## config.mk

```make
export PLATFORM = sky130hd
export DESIGN_NAME = layer_loader
export DESIGN_NICKNAME = d
export VERILOG_FILES = /design/src/rtl/cnn_pkg.sv /design/src/rtl/nested_idx_counter.sv /design/src/rtl/layer_loader.sv
export SDC_FILE = /design/constraint.sdc
export NUM_CORES = 1
export LEC_CHECK = 0
export CORE_ASPECT_RATIO = 1.5
export CORE_UTILIZATION = 50
export DETAILED_ROUTE_END_ITERATION = 10
export PLACE_DENSITY = 0.85
export RECOVER_POWER = 50
export SYNTH_ARGS = -nofsm -noshare
export SYNTH_HDL_FRONTEND = slang
export SYNTH_SLANG_ARGS = --single-unit
```

## constraint.sdc

```tcl
create_clock -name clk -period 2.8 [get_ports clk]
set_input_delay 0.7 -clock clk [delete_from_list [all_inputs] [get_ports clk]]
set_output_delay 0.7 -clock clk [all_outputs]
set_load 0.01 [all_outputs]
```

## src/rtl/cnn_pkg.sv

```systemverilog
// Shared definitions for the conv-layer front end: default widths and the loader state set.
package cnn_pkg;

    localparam int IDX_W      = 16;
    localparam int DATA_SIZE  = 64;
    localparam int NUM_DIGITS = 4;

    typedef enum logic [2:0] {
        IDLE,
        LOAD_W,
        LOAD_A,
        KICK,
        WAIT,
        FIN
    } loader_state_t;

endpackage

```

## src/rtl/nested_idx_counter.sv

```systemverilog
// Four-digit mixed-radix counter with runtime per-digit limits; digit 0 is innermost.
// last is high while every digit sits at its limit, i.e. the next inc wraps everything.
module nested_idx_counter
    import cnn_pkg::*;
#(
    parameter int W = 16
) (
    input  logic                           clk,
    input  logic                           rst_n,
    input  logic                           clr,
    input  logic                           inc,
    input  logic [NUM_DIGITS-1:0][W-1:0]   limit,
    output logic [NUM_DIGITS-1:0][W-1:0]   digit,
    output logic                           last
);

    logic [NUM_DIGITS:0]   carry;
    logic [NUM_DIGITS-1:0] at_lim;

    assign carry[0] = inc;
    assign last     = &at_lim;

    generate
        for (genvar gi = 0; gi < NUM_DIGITS; gi++) begin : g_digit
            logic [W-1:0] val_reg;
            logic [W-1:0] val_next;

            assign at_lim[gi]   = (val_reg == limit[gi]);
            assign carry[gi+1]  = carry[gi] & at_lim[gi];
            assign digit[gi]    = val_reg;

            // A limit of 0 makes this digit wrap on every carry, so it stays at 0.
            always_comb begin
                val_next = val_reg;
                if (clr) begin
                    val_next = '0;
                end else if (carry[gi]) begin
                    val_next = at_lim[gi] ? '0 : val_reg + 1'b1;
                end
            end

            always_ff @(posedge clk or negedge rst_n) begin
                if (!rst_n) begin
                    val_reg <= '0;
                end else begin
                    val_reg <= val_next;
                end
            end
        end
    endgenerate

endmodule

```

## src/rtl/layer_loader.sv

```systemverilog
// Streams host words into a conv layer as indexed weight writes then activation writes,
// kicks the computation and waits for the layer to report completion.
module layer_loader
    import cnn_pkg::*;
#(
    parameter int NUM_INPUTS  = 1,
    parameter int INPUT_DIM   = 5,
    parameter int NUM_OUTPUTS = 1,
    parameter int KERNEL_DIM  = 3,
    parameter int DATA_SIZE   = cnn_pkg::DATA_SIZE,
    parameter int IDX_W       = cnn_pkg::IDX_W
) (
    input  logic                 clk,
    input  logic                 rst_n,
    input  logic                 start,
    input  logic                 in_valid,
    output logic                 in_ready,
    input  logic [DATA_SIZE-1:0] in_data,
    output logic [DATA_SIZE-1:0] write_data,
    output logic                 want_write_weights,
    output logic                 want_write_act,
    output logic [IDX_W-1:0]     in_index3,
    output logic [IDX_W-1:0]     in_index2,
    output logic [IDX_W-1:0]     in_index1,
    output logic [IDX_W-1:0]     in_index0,
    output logic                 compute,
    input  logic                 layer_done,
    output logic                 busy,
    output logic                 done
);

    generate
        if (NUM_INPUTS < 1 || INPUT_DIM < 1 || NUM_OUTPUTS < 1 || KERNEL_DIM < 1) begin : g_param_check
            $error("layer_loader: NUM_INPUTS, INPUT_DIM, NUM_OUTPUTS and KERNEL_DIM must all be >= 1");
        end
    endgenerate

    // Digit order {index3, index2, index1, index0}; limits are the last valid value of each digit.
    localparam logic [NUM_DIGITS-1:0][IDX_W-1:0] W_LIMIT = {
        IDX_W'(NUM_INPUTS - 1), IDX_W'(NUM_OUTPUTS - 1), IDX_W'(KERNEL_DIM - 1), IDX_W'(KERNEL_DIM - 1)
    };
    localparam logic [NUM_DIGITS-1:0][IDX_W-1:0] A_LIMIT = {
        IDX_W'(0), IDX_W'(NUM_INPUTS - 1), IDX_W'(INPUT_DIM - 1), IDX_W'(INPUT_DIM - 1)
    };

    loader_state_t state_reg, state_next;

    logic                               is_w;
    logic                               is_a;
    logic                               hs;
    logic                               cnt_clr;
    logic                               cnt_last;
    logic [NUM_DIGITS-1:0][IDX_W-1:0]   cnt_limit;
    logic [NUM_DIGITS-1:0][IDX_W-1:0]   cnt_digit;

    logic [DATA_SIZE-1:0] write_data_reg;
    logic                 want_w_reg;
    logic                 want_a_reg;
    logic [IDX_W-1:0]     idx3_reg;
    logic [IDX_W-1:0]     idx2_reg;
    logic [IDX_W-1:0]     idx1_reg;
    logic [IDX_W-1:0]     idx0_reg;

    assign is_w      = (state_reg == LOAD_W);
    assign is_a      = (state_reg == LOAD_A);
    assign hs        = in_valid & in_ready;
    assign cnt_limit = is_w ? W_LIMIT : A_LIMIT;

    nested_idx_counter #(
        .W(IDX_W)
    ) u_cnt (
        .clk   (clk),
        .rst_n (rst_n),
        .clr   (cnt_clr),
        .inc   (hs),
        .limit (cnt_limit),
        .digit (cnt_digit),
        .last  (cnt_last)
    );

    always_ff @(posedge clk or negedge rst_n) begin
        if (!rst_n) begin
            state_reg <= IDLE;
        end else begin
            state_reg <= state_next;
        end
    end

    // Clearing on the last weight beat lets the first activation beat follow with no gap.
    always_comb begin
        state_next = state_reg;
        cnt_clr    = 1'b0;
        in_ready   = 1'b0;
        compute    = 1'b0;
        done       = 1'b0;
        busy       = 1'b1;
        unique case (state_reg)
            IDLE: begin
                busy = 1'b0;
                if (start) begin
                    state_next = LOAD_W;
                    cnt_clr    = 1'b1;
                end
            end
            LOAD_W: begin
                in_ready = 1'b1;
                if (in_valid && cnt_last) begin
                    state_next = LOAD_A;
                    cnt_clr    = 1'b1;
                end
            end
            LOAD_A: begin
                in_ready = 1'b1;
                if (in_valid && cnt_last) begin
                    state_next = KICK;
                end
            end
            KICK: begin
                compute    = 1'b1;
                state_next = WAIT;
            end
            WAIT: begin
                if (layer_done) begin
                    state_next = FIN;
                end
            end
            FIN: begin
                done       = 1'b1;
                state_next = IDLE;
            end
            default: begin
                state_next = IDLE;
            end
        endcase
    end

    always_ff @(posedge clk or negedge rst_n) begin
        if (!rst_n) begin
            write_data_reg <= '0;
            want_w_reg     <= 1'b0;
            want_a_reg     <= 1'b0;
            idx3_reg       <= '0;
            idx2_reg       <= '0;
            idx1_reg       <= '0;
            idx0_reg       <= '0;
        end else begin
            want_w_reg <= hs & is_w;
            want_a_reg <= hs & is_a;
            if (hs) begin
                write_data_reg <= in_data;
                idx3_reg       <= is_w ? cnt_digit[3] : '0;
                idx2_reg       <= cnt_digit[2];
                idx1_reg       <= cnt_digit[1];
                idx0_reg       <= cnt_digit[0];
            end
        end
    end

    assign write_data         = write_data_reg;
    assign want_write_weights = want_w_reg;
    assign want_write_act     = want_a_reg;
    assign in_index3          = idx3_reg;
    assign in_index2          = idx2_reg;
    assign in_index1          = idx1_reg;
    assign in_index0          = idx0_reg;

endmodule

```

==> metrics.md, run 1 <==
| Metric | Value |
|---|---|
| RR Startpoint | `state_reg[2]` |
| Final worst setup slack | `0.145 ns` |
| Leakage power of the design | `5.52 nW` |
| Total power draw | `0.00883 W` |
| Portion of the clock cycle consumed by the worst path in the final layout | `94.8%` |
| Final ANT Viol Nets | `0` |
| Launch point of the worst path | `state_reg[0]` |
| Synth cell count leaders | `356 x sky130_fd_sc_hd__nand2_1, 197 x sky130_fd_sc_hd__dfrtp_1, 53 x sky130_fd_sc_hd__o21ai_0` |
| Buffer type at the clock tree root | `sky130_fd_sc_hd__clkbuf_16` |
| Measured slew at the worst slew-check pin | `1.32 ns` |
| Worst relative slew slack | `11.8%` |
| First-pass GRT wire length | `36,600 um` |
| TritonCTS clock tree | `built` |
| Setup fix buffers added after clock tree synthesis | `0` |
| DRT iter0 DRCs | `491` |
| Maximum operating frequency | `377 MHz` |
| HP Class | `reg -> reg` |
| Drt pass-1 iters | `5` |
| VDD IR max | `446 uV` |
| Endpoint of the worst setup timing path | `in_ready` |
| Setup repair after global routing missed its margin | `no` |
| Proportion of layout cells with a drive suffix above 1 | `5.87%` |
| Initial antenna violation count | `0` |
| Worst slack at placement | `-0.0104 ns` |
| Die boundary height | `163 um` |
| Slack of the worst reg-to-reg path | `0.17 ns` |
| Area post-placement | `11,100 um2` |
| Critical Path Start Type | `register` |
| Clk pin slew, worst setup/hold paths | `0.07 ns` |
| Summed instance area of the synthesized netlist | `8690 um2` |
| Overflow after GRT | `0` |
| Count of input and output buffers | `202` |
| Maximum number of pins on one net before global-route repair | `63` |
| Layout fillers | `1,343` |
| Worst-case clock buffer depth | `2` |
| Overall die area | `17,900 um2` |
| Top FF cell, synth | `sky130_fd_sc_hd__dfrtp_1` |
| Final routed wire length divided by cell count | `15.9 um` |
| Estimated wirelength of the detail-placed design | `15,600 um` |
| Effective utilization at floorplan | `51.4%` |
| Sink Count | `197` |
| Post-synth top area cell | `sky130_fd_sc_hd__dfrtp_1` |
| Final Critical Period | `2.66 ns` |
| Placer congestion estimate | `0.948` |
| Distinct cell type count of the synthesized netlist | `48` |
| Aggregate negative setup slack | `0 ns` |
| Cells after Synth | `962` |
| Most numerous cell in the Yosys netlist | `sky130_fd_sc_hd__nand2_1` |
| Overall Global Routing Usage | `25.9%` |
| Mapped Nets | `1,037` |
| Synthesis-stage register bit count | `197` |
| Number of enable flip-flop cells after synthesis | `0` |
| Sequential-to-total area share from yosys stat | `56.7%` |
| Maximum fanout count along the critical path | `7` |
| Final clock skew | `0.0127 ns` |
| Critical Setup Path Class | `reg -> out` |
| Area growth syn-to-layout | `33.0%` |
| Top post-synthesis cells by area | `sky130_fd_sc_hd__dfrtp_1 57%, sky130_fd_sc_hd__nand2_1 15%, sky130_fd_sc_hd__o21ai_0 3.1%` |
| Final hold violation count | `0` |
| Maximum capacitance violations | `0` |
| I/O pin cnt | `203` |
| # placed instances | `1,354` |
| Path length in cells of the critical path | `3` |
| Number of cells traversed by the worst register-to-register path | `7` |
| Via count | `7,575` |
| Drt total wl | `22,100 um` |
| End of the worst register-to-register path | `u_cnt.g_digit[3].val_reg[12]` |
| Ratio of total power to cell area | `764 nW/um2` |
| Fin. max-slew vios | `0` |
| Vias in the first global route | `7,616` |
| Site row count | `58` |
| Endpoints failing setup | `0` |
| Final net count | `1,238` |
| Async set or reset register ratio after synthesis | `100%` |
| Post-route standard cell area excluding fillers | `11,600 um2` |
| Mean instance size in the synthesized netlist | `9.04 um2` |
| Category of cells accounting for the largest share of critical-path delay | `buffers and inverters` |
| CP cell instances | `nand2b_1 -> a21oi_1 -> clkdlybuf4s50_1` |
| Critical Path End Type | `primary output` |
| Number of cells in the finished layout apart from fillers | `1,386` |
| Drt drc | `0` |
| Delay contributed by the slowest stage of the critical path | `0.56 ns` |
| Run status | `complete, no violations` |
| Number of buffers inserted during clock tree synthesis | `17` |
| Worst Path Arrival | `1.96 ns` |
| Area of the core | `16,900 um2` |
| Horizontal die dimension | `110 um` |
| Worst-skew pair later-pin latency | `0.43 ns` |
| Synth warn | `0` |
| Data required time at the worst endpoint | `2.10 ns` |
| Critical Path Slowest Stage Cell | `sky130_fd_sc_hd__clkdlybuf4s50_1` |
| Final antenna diode count | `0` |
| Detailed-route vias per instance | `5.47` |
| WP buf/inv | `1` |
| Top cell type's share of synthesized area | `56.7%` |
| H-Tree Depth | `4` |
worst min path at each step:
stage                         from             end  slack [ns]  cells past startpoint
finish                in_index0[3]    in_index0[3]        0.47                      2
CTS                          rst_n    in_index2[8]        0.23                      1
global placement    write_data[48]  write_data[48]        0.46                      2
floorplan                    rst_n    in_index0[0]        0.40                      0
detailed placement    in_index0[3]    in_index0[3]        0.46                      2
global route        write_data[41]  write_data[41]        0.49                      2
report_power, final:
part           internal (W)  total [W]  switching (W)
registers           0.00337    0.00382       0.000448
clock network       0.00119    0.00231        0.00112
logic               0.00126    0.00270        0.00144
total               0.00582    0.00883        0.00301
area by class of cell:
type / instances / area [um2] / share of cell area (%)
sequential: 197 / 4930 / 42.6
inverter: 17 / 63.8 / 0.552
tap: 210 / 263 / 2.27
timing repair buffer: 229 / 2220 / 19.2
clock buffer: 19 / 443 / 3.83
multi-input combinational: 701 / 3520 / 30.5
clock inverter: 13 / 116 / 1.01
layout by cell type, fill, tap and decap left out, types with 5 or more instances in the layout:
cell type                           n
sky130_fd_sc_hd__a31oi_1            6
sky130_fd_sc_hd__a21oi_1           30
sky130_fd_sc_hd__dfrtp_1          197
sky130_fd_sc_hd__dlygate4sd3_1     46
sky130_fd_sc_hd__nor2_1            46
sky130_fd_sc_hd__clkbuf_16         17
sky130_fd_sc_hd__nand4_1           17
sky130_fd_sc_hd__a22o_1            18
sky130_fd_sc_hd__ha_1               6
sky130_fd_sc_hd__o31ai_1           10
sky130_fd_sc_hd__o21ai_0           53
sky130_fd_sc_hd__nand2_1          356
sky130_fd_sc_hd__nor2b_1            8
sky130_fd_sc_hd__or3_1             10
sky130_fd_sc_hd__and4_1             7
sky130_fd_sc_hd__inv_1             17
sky130_fd_sc_hd__and2_1             5
sky130_fd_sc_hd__nor4_1            14
sky130_fd_sc_hd__a21o_1             7
sky130_fd_sc_hd__buf_4             18
sky130_fd_sc_hd__clkdlybuf4s50_1  155
sky130_fd_sc_hd__nor3_1            12
sky130_fd_sc_hd__nand3b_1           8
sky130_fd_sc_hd__nand3_1           25
sky130_fd_sc_hd__and3_1            13
sky130_fd_sc_hd__xor2_1             9
routing by layer:
metal | vias to the layer above | part of all wire, % | global-route usage (%)
met5 | - | 0 | 0
met4 | 0 | 2.3 | 9.64
met3 | 40 | 5.2 | 4.71
met2 | 261 | 54 | 46.9
met1 | 3640 | 39 | 30.1
li1 | 3634 | - | -
stage by stage:
stage	util, %	hold WS, ns
finish	68.4	0.469
global route	68.4	0.490
CTS	68.7	0.234
detailed placement	65.4	0.461
global placement	65.4	0.457
floorplan	-	0.404
cells by family (layout without fill, tap and decap cells):
| logic type | Yosys count | count (layout) | synth area share, % |
|---|---|---|---|
| AOI/OAI and AO/OA | 141 | 141 | 10.2 |
| xor gates and xnor gates | 13 | 13 | 1.31 |
| adders and majority gates | 6 | 6 | 0.864 |
| buffers and inverters | 64 | 278 | 3.04 |
| DFF | 197 | 197 | 56.7 |
| muxes | 3 | 3 | 0.360 |
| and+or+nand+nor | 538 | 538 | 27.5 |
tightest hold or removal path, stage by stage, from the launching register on:
cell	delay (ns)
sky130_fd_sc_hd__dfrtp_1	0.34
sky130_fd_sc_hd__nand2_1	0.05
sky130_fd_sc_hd__nand2_1	0.05
repair_timing:
action	4_1_cts	5_1_grt
resized for setup	0	1
hold buffers	0	0
setup endpoints to repair	0	2
Note: power is estimated with default switching activity, not from simulation.
==> run 2: changes to the inputs <==
- ABC_CLOCK_PERIOD_IN_PS: not set -> 2800
- CTS_CLUSTER_DIAMETER: not set -> 120
- RECOVER_POWER: 50 -> not set
==> run 2 against run 1 <==
  * Setup slack got worse by 0.0031 ns
  * Flip-flop and latch count unchanged
  * Via count increased by 0.55%
  * Cell count unchanged
  * Core utilization increased by 0.35 points
  * Global-route usage unchanged
  * Die area unchanged
  * Worst hold slack got worse by 0.24 ns
  * Cell area increased by 0.51%
  * Sequential share of layout area decreased by 0.22 points
  * Register-to-register slack about the same
  * Largest cell class unchanged
==> metrics.md, run 2 (synthesis gave the netlist of run 1 again) <==
| Metric | Value |
|---|---|
| Run status | `complete, no violations (unchanged)` |
| Global-route met3 utilization | `4.71% (unchanged)` |
| Detailed-route vias per instance | `5.50 (was 5.47)` |
| Overall die area | `17,900 um2 (unchanged)` |
| Measured slew at the worst slew-check pin | `0.646 ns (was 1.32 ns)` |
| Buffer type at the clock tree root | `sky130_fd_sc_hd__clkbuf_16 (unchanged)` |
| Ratio of total power to cell area | `768 nW/um2 (was 764 nW/um2)` |
| Data required time at the worst endpoint | `2.10 ns (about the same)` |
| Final net count | `1,238 (unchanged)` |
| Effective utilization at floorplan | `51.4% (unchanged)` |
| Number of cells in the finished layout apart from fillers | `1,386 (unchanged)` |
| # placed instances | `1,354 (unchanged)` |
| Count of input and output buffers | `202 (unchanged)` |
| Worst Path Arrival | `1.96 ns (about the same)` |
| Proportion of layout cells with a drive suffix above 1 | `6.12% (was 5.87%)` |
| Maximum operating frequency | `376 MHz (was 377 MHz)` |
| Maximum capacitance violations | `0 (unchanged)` |
| Worst relative slew slack | `56.9% (was 11.8%)` |
| Drt total wl | `22,100 um (about the same)` |
| Setup fix buffers added after clock tree synthesis | `0 (unchanged)` |
| Area growth syn-to-layout | `33.6% (was 33.0%)` |
| Number of buffers added to fix hold violations after cts | `0 (unchanged)` |
| Worst-skew pair later-pin latency | `0.43 ns (about the same)` |
| Final routed wire length divided by cell count | `16.0 um (was 15.9 um)` |
| Setup repair after global routing missed its margin | `no (unchanged)` |
| H-Tree Depth | `4 (unchanged)` |
| Clk pin slew, worst setup/hold paths | `0.07 ns (about the same)` |
| Critical Path End Type | `primary output (unchanged)` |
| TritonCTS clock tree | `built (unchanged)` |
| Delay contributed by the slowest stage of the critical path | `0.56 ns (about the same)` |
| Sink Count | `197 (unchanged)` |
| Critical Setup Path Class | `reg -> out (unchanged)` |
| I/O pin cnt | `203 (unchanged)` |
| Initial antenna violation count | `0 (unchanged)` |
| Placer congestion estimate | `0.948 (unchanged)` |
| Maximum fanout count along the critical path | `7 (unchanged)` |
| Sequential standard cell area | `4930 um2 (unchanged)` |
| Via count | `7,617 (was 7,575)` |
| First-pass GRT wire length | `36,600 um (unchanged)` |
| Leakage power of the design | `5.47 nW (was 5.52 nW)` |
| VDD IR max | `449 uV (was 446 uV)` |
| Overall Global Routing Usage | `25.9% (unchanged)` |
| Critical Path Slowest Stage Cell | `sky130_fd_sc_hd__clkdlybuf4s50_1 (unchanged)` |
| Multi-input combinational cell area | `3520 um2 (unchanged)` |
| Maximum number of pins on one net before global-route repair | `63 (unchanged)` |
| Met1 layer usage reported by global route | `30.1% (unchanged)` |
| Final clock skew | `0.0129 ns (was 0.0127 ns)` |
| Worst-case clock buffer depth | `2 (unchanged)` |
| Commonest non-fill, non-tap cells in the layout | `356 x sky130_fd_sc_hd__nand2_1, 201 x sky130_fd_sc_hd__clkdlybuf4s50_1, 197 x sky130_fd_sc_hd__dfrtp_1, 53 x sky130_fd_sc_hd__o21ai_0, 46 x sky130_fd_sc_hd__nor2_1 (was 356 x sky130_fd_sc_hd__nand2_1, 197 x sky130_fd_sc_hd__dfrtp_1, 155 x sky130_fd_sc_hd__clkdlybuf4s50_1, 53 x sky130_fd_sc_hd__o21ai_0)` |
| Drt pass-1 iters | `6 (was 5)` |
| DRT iter0 DRCs | `436 (was 491)` |
| Final worst setup slack | `0.142 ns (was 0.145 ns)` |
| Most common cell after layout, fill and taps aside | `sky130_fd_sc_hd__nand2_1 (unchanged)` |
| CP cell instances | `nand2b_1 -> a21oi_1 -> clkdlybuf4s50_1 (unchanged)` |
| HP Class | `in -> async (was reg -> reg)` |
| Fin. max-slew vios | `0 (unchanged)` |
| Met2 track utilization from global routing | `46.9% (unchanged)` |
| Top Usage Layer GRT | `met2 (unchanged)` |
| Endpoints failing setup | `0 (unchanged)` |
| Horizontal die dimension | `110 um (unchanged)` |
| Final ANT Viol Nets | `0 (unchanged)` |
| Worst slack at placement | `-0.0104 ns (unchanged)` |
| Final Critical Period | `2.66 ns (about the same)` |
| Critical Path Start Type | `register (unchanged)` |
| Final hold violation count | `0 (unchanged)` |
| Portion of the clock cycle consumed by the worst path in the final layout | `94.9% (was 94.8%)` |
| Die boundary height | `163 um (unchanged)` |
| Vias in the first global route | `7,616 (unchanged)` |
| Number of buffers inserted during clock tree synthesis | `17 (unchanged)` |
| Site row count | `58 (unchanged)` |
| Estimated wirelength of the detail-placed design | `15,600 um (unchanged)` |
| Area of the core | `16,900 um2 (unchanged)` |
| Final antenna diode count | `0 (unchanged)` |
| Overflow after GRT | `0 (unchanged)` |
| Drt drc | `0 (unchanged)` |
| Layout fillers | `1,330 (was 1,343)` |
run 2: cell count changes in the layout (fill, tap and decap cells not counted), sizes merged:
cell / before / now
buf: 20 / 27
clkbuf: 27 / 20
clkdlybuf4s50: 155 / 201
dlygate4sd3: 46 / 0
run 2: power breakdown:
part           total [W]  internal, W  switching (W)  leakage [nW]
registers        0.00383      0.00338       0.000457          2.60
logic            0.00278      0.00133        0.00145          2.60
clock network    0.00231      0.00119        0.00112         0.267
total            0.00892      0.00590        0.00302          5.47
run 2: per-stage QoR:
stage                     total power (W)  hold WS [ns]  TNS, ns  utilization [%]  instance area [um2]
after floorplan                   0.00517         0.404        0                -                 8690
after global placement            0.00657         0.457        0             65.4                11100
after detailed placement          0.00666         0.461  -0.0144             65.4                11100
after CTS                         0.00898         0.234        0             68.7                11600
after global routing              0.00945         0.254        0             68.7                11600
final                             0.00892         0.227        0             68.7                11600
run 2: worst paths after layout:
| check | startpoint | endpoint | slack [ns] | depth (start not counted) |
|---|---|---|---|---|
| min in group clk | write_data[48] | write_data[48] | 0.47 | 2 |
| worst min-delay path | rst_n | in_index2[8] | 0.23 | 1 |
| worst max-delay path | state_reg[0] | in_ready | 0.14 | 3 |
| max in group asynchronous | rst_n | write_data[17] | 1.85 | 2 |
| worst max register to register | state_reg[2] | u_cnt.g_digit[3].val_reg[12] | 0.16 | 7 |
| worst min register to register | write_data[48] | write_data[48] | 0.47 | 2 |
run 2: layout make-up:
| cell class | count | area share [%] |
|---|---|---|
| clock buffers | 19 | 3.81 |
| clock inverters | 13 | 1.00 |
| repair buffers | 229 | 19.6 |
| well taps | 210 | 2.26 |
| multi-input cells | 701 | 30.3 |
| flip-flops and latches | 197 | 42.4 |
| inverters | 17 | 0.549 |
run 2: routing by layer:
metal	wire (um)	vias up
li1	-	3631
met1	8580	3679
met2	11900	267
met3	1180	40
met4	518	0
met5	0	-
run 2: critical path, delay by kind of cell, from the launching register on:
family	cells	cell delay (ns)
AOI/OAI and AO/OA	1	0.21
buffers and inverters	1	0.56
and+or+nand+nor	1	0.32
DFF	1	0.45
run 2: timing repair:
action                                 4_1_cts  5_1_grt
setup endpoints to repair                    0        2
gates resized for setup                      0        1
endpoints found under the hold margin        0        0
==> run 3: changes to the inputs <==
- CTS_BUF_LIST: not set -> sky130_fd_sc_hd__clkbuf_16
==> run 3 against run 2 <==
  * Via count fell by 0.34%
  * Die area did not move
  * Sequential power barely moved
  * Cell area barely moved
  * Global-route usage fell by 0.051 points
  * Worst hold slack improved by 0.0021 ns
  * Routed wire length barely moved
==> metrics.md, run 3 (synthesis gave the netlist of run 1 again) <==
| Metric | Value |
|---|---|
| Util after Layout | `68.7% (about the same)` |
| Sink Count | `197 (unchanged)` |
| Slack of the worst reg-to-reg path | `0.22 ns (was 0.16 ns)` |
| Final net count | `1,238 (unchanged)` |
| Critical Path End Type | `primary output (unchanged)` |
| Worst relative slew slack | `60.4% (was 56.9%)` |
| Most common cell after layout, fill and taps aside | `sky130_fd_sc_hd__nand2_1 (unchanged)` |
| Final hold violation count | `0 (unchanged)` |
| Data required time at the worst endpoint | `2.10 ns (about the same)` |
| Number of buffers added to fix hold violations after cts | `0 (unchanged)` |
| DRT iter0 DRCs | `447 (was 436)` |
| Number of cells traversed by the worst register-to-register path | `7 (unchanged)` |
| Maximum number of pins on one net before global-route repair | `63 (unchanged)` |
| End of the worst register-to-register path | `u_cnt.g_digit[3].val_reg[12] (unchanged)` |
| Horizontal die dimension | `110 um (unchanged)` |
| Measured slew at the worst slew-check pin | `0.578 ns (was 0.646 ns)` |
| Critical Path Start Type | `register (unchanged)` |
| Worst-skew pair later-pin latency | `0.43 ns (about the same)` |
| Buffer type at the clock tree root | `sky130_fd_sc_hd__clkbuf_16 (unchanged)` |
| Portion of the clock cycle consumed by the worst path in the final layout | `94.8% (was 94.9%)` |
| Final antenna diode count | `0 (unchanged)` |
| Worst Path Arrival | `1.95 ns (was 1.96 ns)` |
| Die boundary height | `163 um (unchanged)` |
| Aggregate negative setup slack | `0 ns (unchanged)` |
| Final clock skew | `0.0120 ns (was 0.0129 ns)` |
| Leakage power of the design | `5.47 nW (about the same)` |
| Overall Global Routing Usage | `25.9% (about the same)` |
| Area of the core | `16,900 um2 (unchanged)` |
| Critical Path Slowest Stage Cell | `sky130_fd_sc_hd__clkdlybuf4s50_1 (unchanged)` |
| Proportion of layout cells with a drive suffix above 1 | `6.04% (was 6.12%)` |
| HP Class | `in -> async (unchanged)` |
| Delay contributed by the slowest stage of the critical path | `0.56 ns (about the same)` |
| Worst-case clock buffer depth | `2 (unchanged)` |
| Maximum fanout count along the critical path | `7 (unchanged)` |
| Drt drc | `0 (unchanged)` |
| RR Startpoint | `state_reg[2] (unchanged)` |
| Drt total wl | `22,200 um (was 22,100 um)` |
| Count of input and output buffers | `202 (unchanged)` |
| Site row count | `58 (unchanged)` |
| CP cell instances | `nand2b_1 -> a21oi_1 -> clkdlybuf4s50_1 (unchanged)` |
| Final routed wire length divided by cell count | `16.0 um (about the same)` |
| Final worst setup slack | `0.146 ns (was 0.142 ns)` |
| Effective utilization at floorplan | `51.4% (unchanged)` |
| Overall die area | `17,900 um2 (unchanged)` |
| I/O pin cnt | `203 (unchanged)` |
| WP buf/inv | `1 (unchanged)` |
| Setup repair after global routing missed its margin | `no (unchanged)` |
| Vias in the first global route | `7,604 (was 7,616)` |
| Number of buffers inserted during clock tree synthesis | `17 (unchanged)` |
| Placer congestion estimate | `0.948 (unchanged)` |
| Ratio of total power to cell area | `766 nW/um2 (was 768 nW/um2)` |
| Estimated wirelength of the detail-placed design | `15,600 um (unchanged)` |
| Area growth syn-to-layout | `33.5% (was 33.6%)` |
| Worst slack at placement | `-0.0104 ns (unchanged)` |
| Maximum operating frequency | `377 MHz (was 376 MHz)` |
| Final ANT Viol Nets | `0 (unchanged)` |
| Category of cells accounting for the largest share of critical-path delay | `buffers and inverters (unchanged)` |
| Commonest non-fill, non-tap cells in the layout | `356 x sky130_fd_sc_hd__nand2_1, 201 x sky130_fd_sc_hd__clkdlybuf4s50_1, 197 x sky130_fd_sc_hd__dfrtp_1, 53 x sky130_fd_sc_hd__o21ai_0, 46 x sky130_fd_sc_hd__nor2_1 (unchanged)` |
| Maximum capacitance violations | `0 (unchanged)` |
| Initial antenna violation count | `0 (unchanged)` |
| Drt pass-1 iters | `5 (was 6)` |
| Via count | `7,591 (was 7,617)` |
| VDD IR max | `438 uV (was 449 uV)` |
| Final Critical Period | `2.65 ns (was 2.66 ns)` |
| Clk pin slew, worst setup/hold paths | `0.07 ns (about the same)` |
| First-pass GRT wire length | `36,600 um (about the same)` |
| Setup fix buffers added after clock tree synthesis | `0 (unchanged)` |
| Run status | `complete, no violations (unchanged)` |
| H-Tree Depth | `4 (unchanged)` |
| Endpoints failing setup | `0 (unchanged)` |
| TritonCTS clock tree | `built (unchanged)` |
| Overflow after GRT | `0 (unchanged)` |
| Critical Setup Path Class | `reg -> out (unchanged)` |
| Detailed-route vias per instance | `5.48 (was 5.50)` |
| Fin. max-slew vios | `0 (unchanged)` |
[run 3: cell count changes in the layout (fill, tap and decap cells not counted)]
cell,before,now
sky130_fd_sc_hd__clkbuf_8,2,1
sky130_fd_sc_hd__clkinv_1,0,1
sky130_fd_sc_hd__clkbuf_1,1,0
sky130_fd_sc_hd__inv_1,17,18
[run 3: cell type report]
class / instances / area, um2
Sequential cell: 197 / 4930
Timing Repair Buffer: 229 / 2280
Fill cell: 1329 / 5300
Clock buffer: 17 / 425
Inverter: 17 / 63.8
Multi-Input combinational cell: 701 / 3520
Tap cell: 210 / 263
Clock inverter: 15 / 124
[run 3: worst register-to-register path, delay by kind of cell, from the launching register on]
kind,cells,cell delay [ns]
buffers and inverters,1,0.26
AOI/OAI and AO/OA,2,0.25
and+or+nand+nor,4,1.53
DFF,1,0.46
[run 3: per-stage QoR]
stage               power [W]  area [um2]  cells  hold slack, ns
global placement      0.00657       11100   1354           0.457
CTS                   0.00895       11600   1386           0.234
floorplan             0.00517        8690    962           0.404
global route          0.00941       11600   1386           0.256
detailed placement    0.00666       11100   1354           0.461
finish                0.00889       11600   1386           0.229
[run 3: worst max path at each step]
stage | startpoint | to | slack, ns | cells after the start
finish | state_reg[0] | in_ready | 0.15 | 3
global route | u_cnt.g_digit[0].val_reg[3] | u_cnt.g_digit[3].val_reg[12] | 0.03 | 6
global placement | in_valid | u_cnt.g_digit[3].val_reg[6] | 0.04 | 7
CTS | state_reg[0] | in_ready | 0.14 | 3
detailed placement | in_valid | u_cnt.g_digit[3].val_reg[11] | -0.01 | 7
floorplan | state_reg[2] | u_cnt.g_digit[2].val_reg[12] | 0.44 | 8
[run 3: timing repair]
item / CTS / global route
setup endpoints to repair: 0 / 10
endpoints found under the hold margin: 0 / 0
resized for setup: 0 / 1
[run 3: power breakdown]
part | internal, W | switching (W)
clock network | 0.00116 | 0.00112
registers | 0.00338 | 0.000457
logic | 0.00133 | 0.00144
[run 3: layer usage]
metal	share of wire, %	global-route usage (%)	up-vias
met5	0	0	-
met4	2.1	9.70	0
met3	5.1	4.47	34
met2	54	46.8	274
met1	39	30.2	3655
li1	-	-	3628
